<file path="config.mk">
export PLATFORM = sky130hd
export DESIGN_NAME = mult_seq_flat
export DESIGN_NICKNAME = d
export VERILOG_FILES = /design/src/rtl/mult_seq_if.sv /design/src/rtl/mult_seq.sv /design/src/flat_wrapper.sv
export SDC_FILE = /design/constraint.sdc
export NUM_CORES = 1
export LEC_CHECK = 0
export CAP_MARGIN = 0
export CORE_MARGIN = 3
export CORE_UTILIZATION = 42
export DETAILED_ROUTE_END_ITERATION = 10
export DONT_BUFFER_PORTS = 1
export PLACE_DENSITY = 0.57
export SETUP_SLACK_MARGIN = 0.3
export SYNTH_ARGS = -nofsm -noshare
export SYNTH_HDL_FRONTEND = slang
export SYNTH_SLANG_ARGS = --single-unit
</file>
<file path="constraint.sdc">
create_clock -name clk -period 5.6 [get_ports clk]
set_input_delay 0.28 -clock clk [delete_from_list [all_inputs] [get_ports clk]]
set_output_delay 0.28 -clock clk [all_outputs]
set_load 0.02 [all_outputs]
</file>
<file path="src/rtl/mult_seq_if.sv">
// Handshake bundle for the sequential multiplier: start/operands in, busy/done/product out.
interface mult_seq_if #(
    parameter int unsigned WIDTH = 32
);
    logic               start;
    logic               is_signed;
    logic [WIDTH-1:0]   a;
    logic [WIDTH-1:0]   b;
    logic               busy;
    logic               done;
    logic [2*WIDTH-1:0] z;

    modport master (
        output start, is_signed, a, b,
        input  busy, done, z
    );

    modport slave (
        input  start, is_signed, a, b,
        output busy, done, z
    );
endinterface

</file>
<file path="src/rtl/mult_seq.sv">
// Multi-cycle shift-add multiplier for MULT/MULTU; retires BITS_PER_CYCLE multiplier
// bits per RUN cycle and writes a full 2*WIDTH product with a one-cycle done pulse.
module mult_seq #(
    parameter int unsigned WIDTH          = 32,
    parameter int unsigned BITS_PER_CYCLE = 1
) (
    input logic       clk,
    input logic       reset,
    mult_seq_if.slave bus
);
    localparam int unsigned N     = WIDTH / BITS_PER_CYCLE;
    localparam int unsigned CNT_W = (N > 1) ? $clog2(N) : 1;
    localparam int unsigned PW    = 2 * WIDTH;

    typedef enum logic [1:0] {StIdle, StRun, StFin} state_e;

    state_e           state_q, state_d;
    logic [WIDTH-1:0] mag_a_q, mag_a_d;
    logic [WIDTH-1:0] mag_b_q, mag_b_d;
    logic             neg_q, neg_d;
    logic [PW-1:0]    acc_q, acc_d;
    logic [PW-1:0]    z_q, z_d;
    logic [CNT_W-1:0] cnt_q, cnt_d;
    logic             done_q, done_d;
    logic [PW-1:0]    partial;

    // Magnitudes are unsigned WIDTH-bit, so |min int| fits and the 2*WIDTH accumulator
    // can never overflow.
    always_comb begin
        partial = PW'(mag_a_q) * PW'(mag_b_q[BITS_PER_CYCLE-1:0]);
    end

    always_comb begin
        state_d = state_q;
        mag_a_d = mag_a_q;
        mag_b_d = mag_b_q;
        neg_d   = neg_q;
        acc_d   = acc_q;
        z_d     = z_q;
        cnt_d   = cnt_q;
        done_d  = 1'b0;

        unique case (state_q)
            StIdle: begin
                if (bus.start) begin
                    mag_a_d = (bus.is_signed && bus.a[WIDTH-1]) ? -bus.a : bus.a;
                    mag_b_d = (bus.is_signed && bus.b[WIDTH-1]) ? -bus.b : bus.b;
                    neg_d   = bus.is_signed & (bus.a[WIDTH-1] ^ bus.b[WIDTH-1]);
                    acc_d   = '0;
                    cnt_d   = '0;
                    state_d = StRun;
                end
            end
            StRun: begin
                acc_d   = acc_q + (partial << (BITS_PER_CYCLE * 32'(cnt_q)));
                mag_b_d = mag_b_q >> BITS_PER_CYCLE;
                cnt_d   = cnt_q + CNT_W'(1);
                if (cnt_q == CNT_W'(N - 1)) begin
                    state_d = StFin;
                end
            end
            StFin: begin
                z_d     = neg_q ? -acc_q : acc_q;
                done_d  = 1'b1;
                state_d = StIdle;
            end
            default: state_d = StIdle;
        endcase
    end

    always_ff @(posedge clk) begin
        if (!reset) begin
            state_q <= StIdle;
            mag_a_q <= '0;
            mag_b_q <= '0;
            neg_q   <= 1'b0;
            acc_q   <= '0;
            z_q     <= '0;
            cnt_q   <= '0;
            done_q  <= 1'b0;
        end else begin
            state_q <= state_d;
            mag_a_q <= mag_a_d;
            mag_b_q <= mag_b_d;
            neg_q   <= neg_d;
            acc_q   <= acc_d;
            z_q     <= z_d;
            cnt_q   <= cnt_d;
            done_q  <= done_d;
        end
    end

    // FIN still counts as busy, so a start there is dropped.
    assign bus.busy = (state_q != StIdle);
    assign bus.done = done_q;
    assign bus.z    = z_q;
endmodule

</file>
<file path="src/flat_wrapper.sv">
// flat-port wrapper written by rule: the top's interface ports become plain ports
module mult_seq_flat 
#(
    parameter int unsigned WIDTH          = 32,
    parameter int unsigned BITS_PER_CYCLE = 1
)
  (clk, reset, bus_start, bus_is_signed, bus_a, bus_b, bus_busy, bus_done, bus_z);
  mult_seq_if #(.WIDTH(WIDTH)) bus_i ();
  input logic clk;
  input logic reset;
  input wire logic [$bits(bus_i.start)-1:0] bus_start;
  input wire logic [$bits(bus_i.is_signed)-1:0] bus_is_signed;
  input wire logic [$bits(bus_i.a)-1:0] bus_a;
  input wire logic [$bits(bus_i.b)-1:0] bus_b;
  output wire logic [$bits(bus_i.busy)-1:0] bus_busy;
  output wire logic [$bits(bus_i.done)-1:0] bus_done;
  output wire logic [$bits(bus_i.z)-1:0] bus_z;
  assign bus_i.start = bus_start;
  assign bus_i.is_signed = bus_is_signed;
  assign bus_i.a = bus_a;
  assign bus_i.b = bus_b;
  assign bus_busy = bus_i.busy;
  assign bus_done = bus_i.done;
  assign bus_z = bus_i.z;
  mult_seq #(.WIDTH(WIDTH), .BITS_PER_CYCLE(BITS_PER_CYCLE)) u_core (.clk(clk), .reset(reset), .bus(bus_i));
endmodule
</file>
* After elaboration in Yosys (flattened, before gate mapping) *
Cells that the tools add are included.

storage, ports and cells
  output and inout bits = 66
  register bits after elaboration = 201
  RAM bits = 0
  memories = 0
  input port bits = 68
  bits in latches = 0
  ROM bits = 0
  word-level logic and storage cells = 43

operators by class
  muxes and demuxes = 13
  $lt $le $gt $ge = 0
  eq/ne operators = 5
  shift-type cells = 1
  $mul = 1
  $add $sub $neg = 5
  reductions and logical operators = 8
  bitwise operators = 2
  divide/modulo/power cells = 0

operators by type and width
  cell                                                                     number
  64-bit 2-to-1 mux                                                        2
  64-bit case mux with 2 select lines                                      1
  32-bit 2-to-1 mux                                                        3
  64-bit adder                                                             1
  32-bit negation                                                          2
  64-bit negation                                                          1
  32-bit case mux with 2 select lines                                      1
  33-bit by 5-bit << shifter with 64-bit output                            1
  32-bit by 1-bit multiplier with 33-bit output                            1
  5-bit case mux with 2 select lines                                       1
  2-bit AND reduction                                                      3
  5-bit by 1-bit adder with 5-bit output, second input constant            1
  5-bit == test, second input constant                                     1
  5-bit 2-to-1 mux                                                         1
  2-bit 2-to-1 mux                                                         2
  2-bit case mux with 2 select lines                                       1
  2-bit nonzero test                                                       2
  2-bit by 1-bit == test with 1-bit output, second input constant          1
  2-bit == test, second input constant                                     1
  1-bit logical AND                                                        2
  2-bit logical NOT                                                        1
  2-bit by 1-bit inequality test with 1-bit output, second input constant  1
  2-bit inequality test, second input constant                             1
  1-bit bitwise AND                                                        1
  2 further kinds                                                          2

* Longest topological paths before layout *
Gate-level depths: netlist of run 1.

  depth after elaboration = 4
  gate-level depth with buffers = 22
  depth with buffers taken out = 19

* Worst setup path after synthesis of run 1 *
No wires, ideal clock.

  kind = reg2reg
  start point = register u_core.cnt_q[0]
  end point = register u_core.acc_q[62]
  required time = 5538 ps
  clock period less this slack = 4683 ps
  setup slack = 917 ps
  setup time = 62 ps
  arrival time = 4621 ps
  stages on the path, launching flop included = 19
  path buffers = 3
  path through = dfxtp_1 > clkbuf_1 > buf_1 > mux4_2 > nand3_1 > o21ai_0 > mux2i_1 > o22ai_1 > ha_1 > clkbuf_1 > nand2_1 > o21ai_0 > a21oi_1 > or4b_1 > a21oi_1 > nor3_1 > o311ai_1 > mux2_2 > nand3_1

on the way
  longest elaborated chain between the ends = 3

ends and longest elaborated chain
  item                                           line            text
  start: declaration                             mult_seq.sv:23  logic [CNT_W-1:0] cnt_q, cnt_d;
  start signal: assignment                       mult_seq.sv:88  cnt_q <= cnt_d;
  33-bit by 5-bit << shifter with 64-bit output  mult_seq.sv:55  acc_d = acc_q + (partial << (BITS_PER_CYCLE * 32'(cnt_q)));
  64-bit adder                                   mult_seq.sv:55
  64-bit case mux with 2 select lines            mult_seq.sv:43  unique case (state_q)
  end signal: assignment                         mult_seq.sv:77  acc_q <= '0;
  end signal: assignment                         mult_seq.sv:86  acc_q <= acc_d;
  end: declaration                               mult_seq.sv:21  logic [PW-1:0] acc_q, acc_d;

Every way passes these cells.
A chain may end at the register's enable or synchronous reset.

* Worst setup path after layout of run 1 *
  start point = register u_core.cnt_q[0]
  end point = register u_core.acc_q[60]

The elaborated chain is that of the path after synthesis.

==> metrics.txt, run 1 <==
CTS sink cnt=201; most common cell in the netlist=nand2_1; total track usage=approximately a quarter; routed len/inst=20.92 µm; FMAX=approximately 200 MHz; CORE AREA=36090 µm²; htree depth=1; total setup buffers inserted after CTS=0; Slew Viols, Final=0; std cell rows=slightly below 70; setup_tns=0 ps; dominant cells by area after synthesis=dfxtp_1 26%, o21ai_0 6.5%, nand2_1 6.5%; DR vias/cell=6.059; Placed Instances=around 2400; routed via count=~15000; commonest cells in the netlist=270 x nand2_1, 204 x o21ai_0, 201 x dfxtp_1; fin crit period=around 5000 ps; Max Cap Viol=0; Die X=198.8 µm; Initial Util=about 43%; first-pass GRT wire length=79310 µm; TritonRoute pass-1 iters=6; relative slew slack=21.12%; TritonCTS clock tree=built; CP max-delay cell=o311ai_0; Fill cells=3619; non-filler cells, final=2431; Critical Path Max Stage Delay=700 ps; Clock Root Buffer=clkbuf_16; Initial DRC Count=1029; GP Congestion=0.9483; Final Cycle Share=89.31%; # IOs=134; footprint of the multi-input gates=10990 µm²; antenna viol nets, final=0; antenna violations before repair=1; ys flop type=dfxtp_1; Buffers on Ports=0; Post-synth EDFFs=0; Post-Syn Nets=2158; Total Wirelength=50850 µm; Die Area=39530 µm²; Critical Path RT=6030 ps; Mapped Area=15620 µm²; status=finished clean; register area=4026 µm²; Synth Area per Inst=7.758 µm²; vias in the first global route=13970; final hold vios=0; Worst VDD drop=between 0.15 and 0.2 mV; critical path class=reg -> reg; Seq cells post-synth=roughly 200; Netlist cell types=between 60 and 70; arrival time worst endpoint=5430 ps; Crit Path Max Fanout=42; Slew @ Worst Pin=between 1000 and 1500 ps; Layout area overhead=9.358%; Synth async-reset ratio=0%; # diodes=0; Setup violations, final=0; Pwr Density=218.9 nW/µm²; Yosys top cell area share=25.77%; synthesized instance count=2013; Yosys warnings=0; Seq/Total Area, Yosys=25.77%; CTS Buffer Depth=3; hold crit path type=in -> reg; # DRC=0; fin nets=roughly 2100; detailed placement HPWL=about 39000 µm; RSZ-0062 raised after global routing=false; largest net degree at the start of global routing=between 150 and 200; share of cells above drive strength 1=6.751%; crit path capture type=register; Die H=198.8 µm; Worst-path clk slew=60 ps; Setup crit start kind=register; Cell Chain, Critical Path=buf_12 > mux2_2 > o211ai_1 > o21ai_0 > mux2i_1 > o22ai_1 > ha_1 > nand2_1 > or4_1 > o21ai_0 > a21oi_1 > o311ai_0 > mux2i_1 > nand3_1; clk_lat worst skew=550 ps; CTS buffer count=26; grt total ovfl=0; Clock Skews=11.73 ps; largest area contributor in the netlist=dfxtp_1; hold_ws=18.42 ps; Pleak=0.007322 µW
final cells by class:
cell class	instances	area share, %
Multi-Input combinational cell	1644	64.33
Sequential cell	201	23.58
Clock buffer	30	4.074
Tap cell	461	3.378
Timing Repair Buffer	48	2.725
Clock inverter	17	1.260
Inverter	30	0.6594
path summary, 6_finish.rpt:
path | startpoint | endpoint | slack (ps) | cells after the start
worst max-delay path | u_core.cnt_q[0]$_SDFFE_PN0P_ | u_core.acc_q[60]$_SDFFE_PN0P_ | 600 | 14
worst min-delay path | bus_a[22] | u_core.mag_a_q[22]$_SDFFE_PN0P_ | 20 | 3
worst max register to register | u_core.cnt_q[0]$_SDFFE_PN0P_ | u_core.acc_q[60]$_SDFFE_PN0P_ | 600 | 14
worst min register to register | u_core.neg_q$_SDFFE_PN0P_ | u_core.neg_q$_SDFFE_PN0P_ | 460 | 2
metal layers:
metal	wire [µm]	GRT usage, %	share of wire, %	vias up
li1	-	-	-	7251
met1	23280	34.80	46	6974
met2	22680	39.89	45	399
met3	3003	3.692	5.9	104
met4	1869	9.422	3.7	2
met5	17	0	0.033	-
stage by stage:
stage                     power, µW  setup WS, ps  utilization (%)  instance area [µm²]
final                          3738         598.8            47.32                17080
after global routing           3901         326.1            47.32                17080
after CTS                      3791         617.1            47.32                17080
after detailed placement       1978         639.2            44.06                15900
after global placement         1972         542.7            44.06                15900
after floorplan                1871         917.3                -                15620
cells in the final DEF, fill, tap and decap left out, drive strengths merged, types with 10 or more instances in the layout:
| cell | count |
|---|---|
| dlygate4sd3 | 24 |
| nor2b | 25 |
| o21ai | 204 |
| nor3 | 30 |
| o211a | 80 |
| o41ai | 12 |
| a21oi | 122 |
| a31oi | 16 |
| o31ai | 40 |
| mux4 | 26 |
| a21boi | 27 |
| nand3 | 63 |
| buf | 24 |
| a22oi | 40 |
| mux2i | 32 |
| clkinv | 10 |
| nand4 | 34 |
| inv | 30 |
| or3 | 27 |
| xnor2 | 59 |
| o22ai | 17 |
| and2 | 48 |
| or4 | 17 |
| a21o | 31 |
| nand2b | 12 |
| nand2 | 270 |
| ha | 76 |
| nor2 | 120 |
| dfxtp | 201 |
| xor2 | 107 |
| clkbuf | 30 |
| o21a | 12 |
where the power goes:
group / total (µW) / switching, µW / internal, µW
combinational: 456 / 272 / 183
clock: 1760 / 680 / 1080
sequential: 1530 / 51.7 / 1470
total: 3740 / 1000 / 2740
timing repair:
| item | 4_1_cts | 5_1_grt |
|---|---|---|
| gates resized for setup | 0 | 0 |
| hold buffers | 25 | 0 |
| endpoints found under the hold margin | 164 | 0 |
state kept, by name, indices dropped and copies added, names as in the netlist:
signal	flops
u_core.state_q	2
u_core.neg_q	1
u_core.bus.z	64
u_core.mag_b_q	32
u_core.cnt_q	5
u_core.mag_a_q	32
u_core.bus.done	1
u_core.acc_q	64
kinds of logic (layout without fill, tap and decap cells):
| kind of cell | after synthesis | after routing | share of synthesized area (%) |
|---|---|---|---|
| and+or+nand+nor | 690 | 690 | 21.14 |
| DFF | 201 | 201 | 25.77 |
| AOI/OAI and AO/OA | 648 | 648 | 27.34 |
| adders and majority gates | 77 | 77 | 6.217 |
| xor gates and xnor gates | 166 | 166 | 9.310 |
| muxes | 63 | 63 | 6.161 |
| buffers and inverters | 168 | 125 | 4.062 |
worst max-delay path, delay by kind of cell (launching register included):
family          cells  cell delay (ps)
compound gates      6             2050
fa+ha+maj           1              420
buf+inv             1              260
flops               1              340
mux                 3             1030
simple gates        3              790
(Power assumes the default switching activity.)
==> run 2, diff against run 1 <==
--- a/config.mk
+++ b/config.mk
@@ -5,12 +5,13 @@
 export SDC_FILE = /design/constraint.sdc
 export NUM_CORES = 1
 export LEC_CHECK = 0
+export ABC_AREA = 0
 export CAP_MARGIN = 0
 export CORE_MARGIN = 3
 export CORE_UTILIZATION = 42
 export DETAILED_ROUTE_END_ITERATION = 10
 export DONT_BUFFER_PORTS = 1
-export PLACE_DENSITY = 0.57
+export PLACE_DENSITY_LB_ADDON = 0.12
 export SETUP_SLACK_MARGIN = 0.3
 export SYNTH_ARGS = -nofsm -noshare
 export SYNTH_HDL_FRONTEND = slang
==> constraint.sdc (replaced) <==
create_clock -name clk -period 5.45 [get_ports clk]
set_input_delay 0.2725 -clock clk [delete_from_list [all_inputs] [get_ports clk]]
set_output_delay 0.2725 -clock clk [all_outputs]
set_load 0.02 [all_outputs]
==> metrics.txt, run 2 (synthesis results as in run 1) <==
status=finished clean; RR Endpoint=u_core.acc_q[56]$_SDFFE_PN0P_; vias in the first global route=13720 (-1.8%); worst hold start=bus_a[26]; Pleak=0.007398 µW (+1.0%); CTS sink cnt=201 (unchanged); Crit Path Max Fanout=36 (-14%); Die H=198.8 µm (unchanged); grt total ovfl=0 (unchanged); Die X=198.8 µm (unchanged); share of cells above drive strength 1=7.067% (+0.32 points); hold crit path type=in -> reg; Clock Power Share=48.5% (+1.5 points); Post-Place Worst Slack=322.1 ps (-317.2 ps); Worst Hold Depth=3 (unchanged); # DRC=0 (unchanged); Pwr Density=229.6 nW/µm² (+4.9%); Buffers on Ports=0 (unchanged); detailed placement HPWL=38770 µm (-0.60%); Slew @ Worst Pin=1176 ps (-4.451 ps); most common cell after layout, fill and taps aside=nand2_1; Slew Viols, Final=0 (unchanged); routed via count=14810 (+0.51%); Max Cap Viol=0 (unchanged); Clock Skews=16.04 ps (+4.302 ps); switch share=26.83% (about the same); # diodes=0 (unchanged); Die Area=39530 µm² (unchanged); WHS Endpoint=u_core.mag_a_q[26]$_SDFFE_PN0P_; part of the power in registers=39.5% (-1.3 points); reg-to-reg startpoint=u_core.cnt_q[1]$_SDFFE_PN0P_; fin nets=2107 (+0.52%); final hold vios=0 (unchanged); CORE AREA=36090 µm² (unchanged); TritonRoute pass-1 iters=5 (-1); Final Cycle Share=91.00% (+1.7 points); CTS Buffer Depth=3 (unchanged); combinational share of power=12.0% (-0.2 points); Setup crit start kind=register; Worst-path clk slew=70 ps (about the same); Layout area overhead=10.43%; htree depth=1 (unchanged); net switching power=1062 µW (+5.9%); Initial DRC Count=1085 (+5.4%); crit path capture type=register; Critical Path RT=5870 ps (-160 ps); Clock Root Buffer=clkbuf_16; # IOs=134 (unchanged); setup ws final=490.6 ps (-108.2 ps); Worst R2R Setup Slack=490 ps (-110 ps); worst-case reg-to-reg path depth=18 (+4); antenna violations before repair=0 (-1); FMAX=201.6 MHz (+0.84%); Fill cells=3668 (+1.4%); Initial Util=43.27% (unchanged); std cell rows=69 (unchanged); clk_lat worst skew=560 ps (about the same); Worst VDD drop=0.1817 mV (+18%); DR vias/cell=6.063 (about the same); Setup violations, final=0 (unchanged); first-pass GRT wire length=78800 µm (-0.64%); highest-count cells in the layout ignoring fill and taps=269 x nand2_1, 203 x o21ai_0, 199 x dfxtp_1; total track usage=24.88% (-0.28 points); CTS buffer count=25 (-3.8%); fin crit period=4959 ps (-41.78 ps); Power Internal=2898 µW (+5.9%); arrival time worst endpoint=5380 ps (-50 ps); relative slew slack=21.42% (+0.30 points); TritonCTS clock tree=built; RSZ-0062 raised after global routing=false; routed len/inst=20.88 µm (-0.17%); setup_tns=0 ps (unchanged); antenna viol nets, final=0 (unchanged); largest net degree at the start of global routing=166 (unchanged); GP Congestion=0.9325 (-1.7%); Total Wirelength=50990 µm (+0.28%); critical path class=reg -> reg
==> run 2: cell count changes in the layout (fill, tap and decap cells not counted), sizes merged <==
cell         change
dlygate4sd3      +7
inv              +3
bufinv           +3
buf              +5
clkinvlp         -1
clkbuf           -4
clkinv           -2
==> run 2: per-layer routing <==
| metal | vias to the layer above | part of all wire (%) | track usage (%) |
|---|---|---|---|
| li1 | 7275 | - | - |
| met1 | 7015 | 47 | 35.89 |
| met2 | 445 | 46 | 40.47 |
| met4 | 0 | 1.8 | 5.075 |
| met3 | 70 | 5.8 | 2.591 |
| met5 | - | 0 | 0 |
==> run 2: power groups by stage <==
stage          Sequential, µW  Clock, µW  Combinational [µW]
3_5_place_dp             1600          0                 435
4_1_cts                  1560       1970                 477
5_1_grt                  1570       2030                 523
2_1_floorplan            1570          0                 351
3_3_place_gp             1600          0                 431
6_report                 1560       1920                 474
==> run 2: final cells by class <==
class | instances | area [µm²] | area share (%)
multi-input cells | 1644 | 11000 | 63.80
flip-flops and latches | 201 | 4029 | 23.36
clock buffers | 26 | 629.4 | 3.649
well taps | 461 | 576.8 | 3.345
repair buffers | 60 | 573.1 | 3.323
clock inverters | 20 | 321.6 | 1.865
inverters | 30 | 112.6 | 0.6530
==> run 2: how the worst max path moves through the flow <==
| stage | start | endpoint | slack, ps | cells after the start |
|---|---|---|---|---|
| after floorplan | u_core.cnt_q[0]$_SDFFE_PN0P_ | u_core.acc_q[62]$_SDFFE_PN0P_ | 770 | 18 |
| after global placement | u_core.cnt_q[0]$_SDFFE_PN0P_ | u_core.acc_q[62]$_SDFFE_PN0P_ | 460 | 17 |
| after detailed placement | u_core.cnt_q[0]$_SDFFE_PN0P_ | u_core.acc_q[62]$_SDFFE_PN0P_ | 320 | 16 |
| after CTS | u_core.cnt_q[0]$_SDFFE_PN0P_ | u_core.acc_q[62]$_SDFFE_PN0P_ | 430 | 16 |
| after global routing | u_core.cnt_q[1]$_SDFFE_PN0P_ | u_core.acc_q[56]$_SDFFE_PN0P_ | 320 | 18 |
| final | u_core.cnt_q[1]$_SDFFE_PN0P_ | u_core.acc_q[56]$_SDFFE_PN0P_ | 490 | 18 |
==> run 2: what timing repair did <==
| item | 4_1_cts | 5_1_grt |
|---|---|---|
| setup buffers | 0 | 0 |
| hold endpoints to repair | 164 | 0 |
| endpoints found under the setup margin | 1 | 8 |
| gates resized for setup | 1 | 4 |
| hold buffers | 32 | 0 |
==> run 2: worst max-delay path: stages (launching register included) <==
cell and delay, ps:
dfxtp_1 370, buf_12 220, mux2_2 360, o211ai_1 380, nor2_1 80, a31oi_1 290
nand2_1 90, o21ai_0 200, mux2i_1 240, ha_1 440, a21oi_1 240, o21ai_0 200
a21oi_1 270, o21ba_2 190, o21ai_0 100, o31ai_1 570, o21ai_0 270, xnor2_1 190
o21ai_0 80
==> run 2: stage by stage <==
stage	hold slack, ps	total power [µW]	instance area (µm²)	utilization, %	cells
5_1_grt	16.43	4120	17250	47.79	2442
6_report	20.17	3960	17250	47.79	2442
3_3_place_gp	409.2	2027	15940	44.16	2364
2_1_floorplan	417.4	1923	15620	-	2013
3_5_place_dp	414.2	2031	15940	44.16	2364
4_1_cts	0.02121	4012	17230	47.74	2442
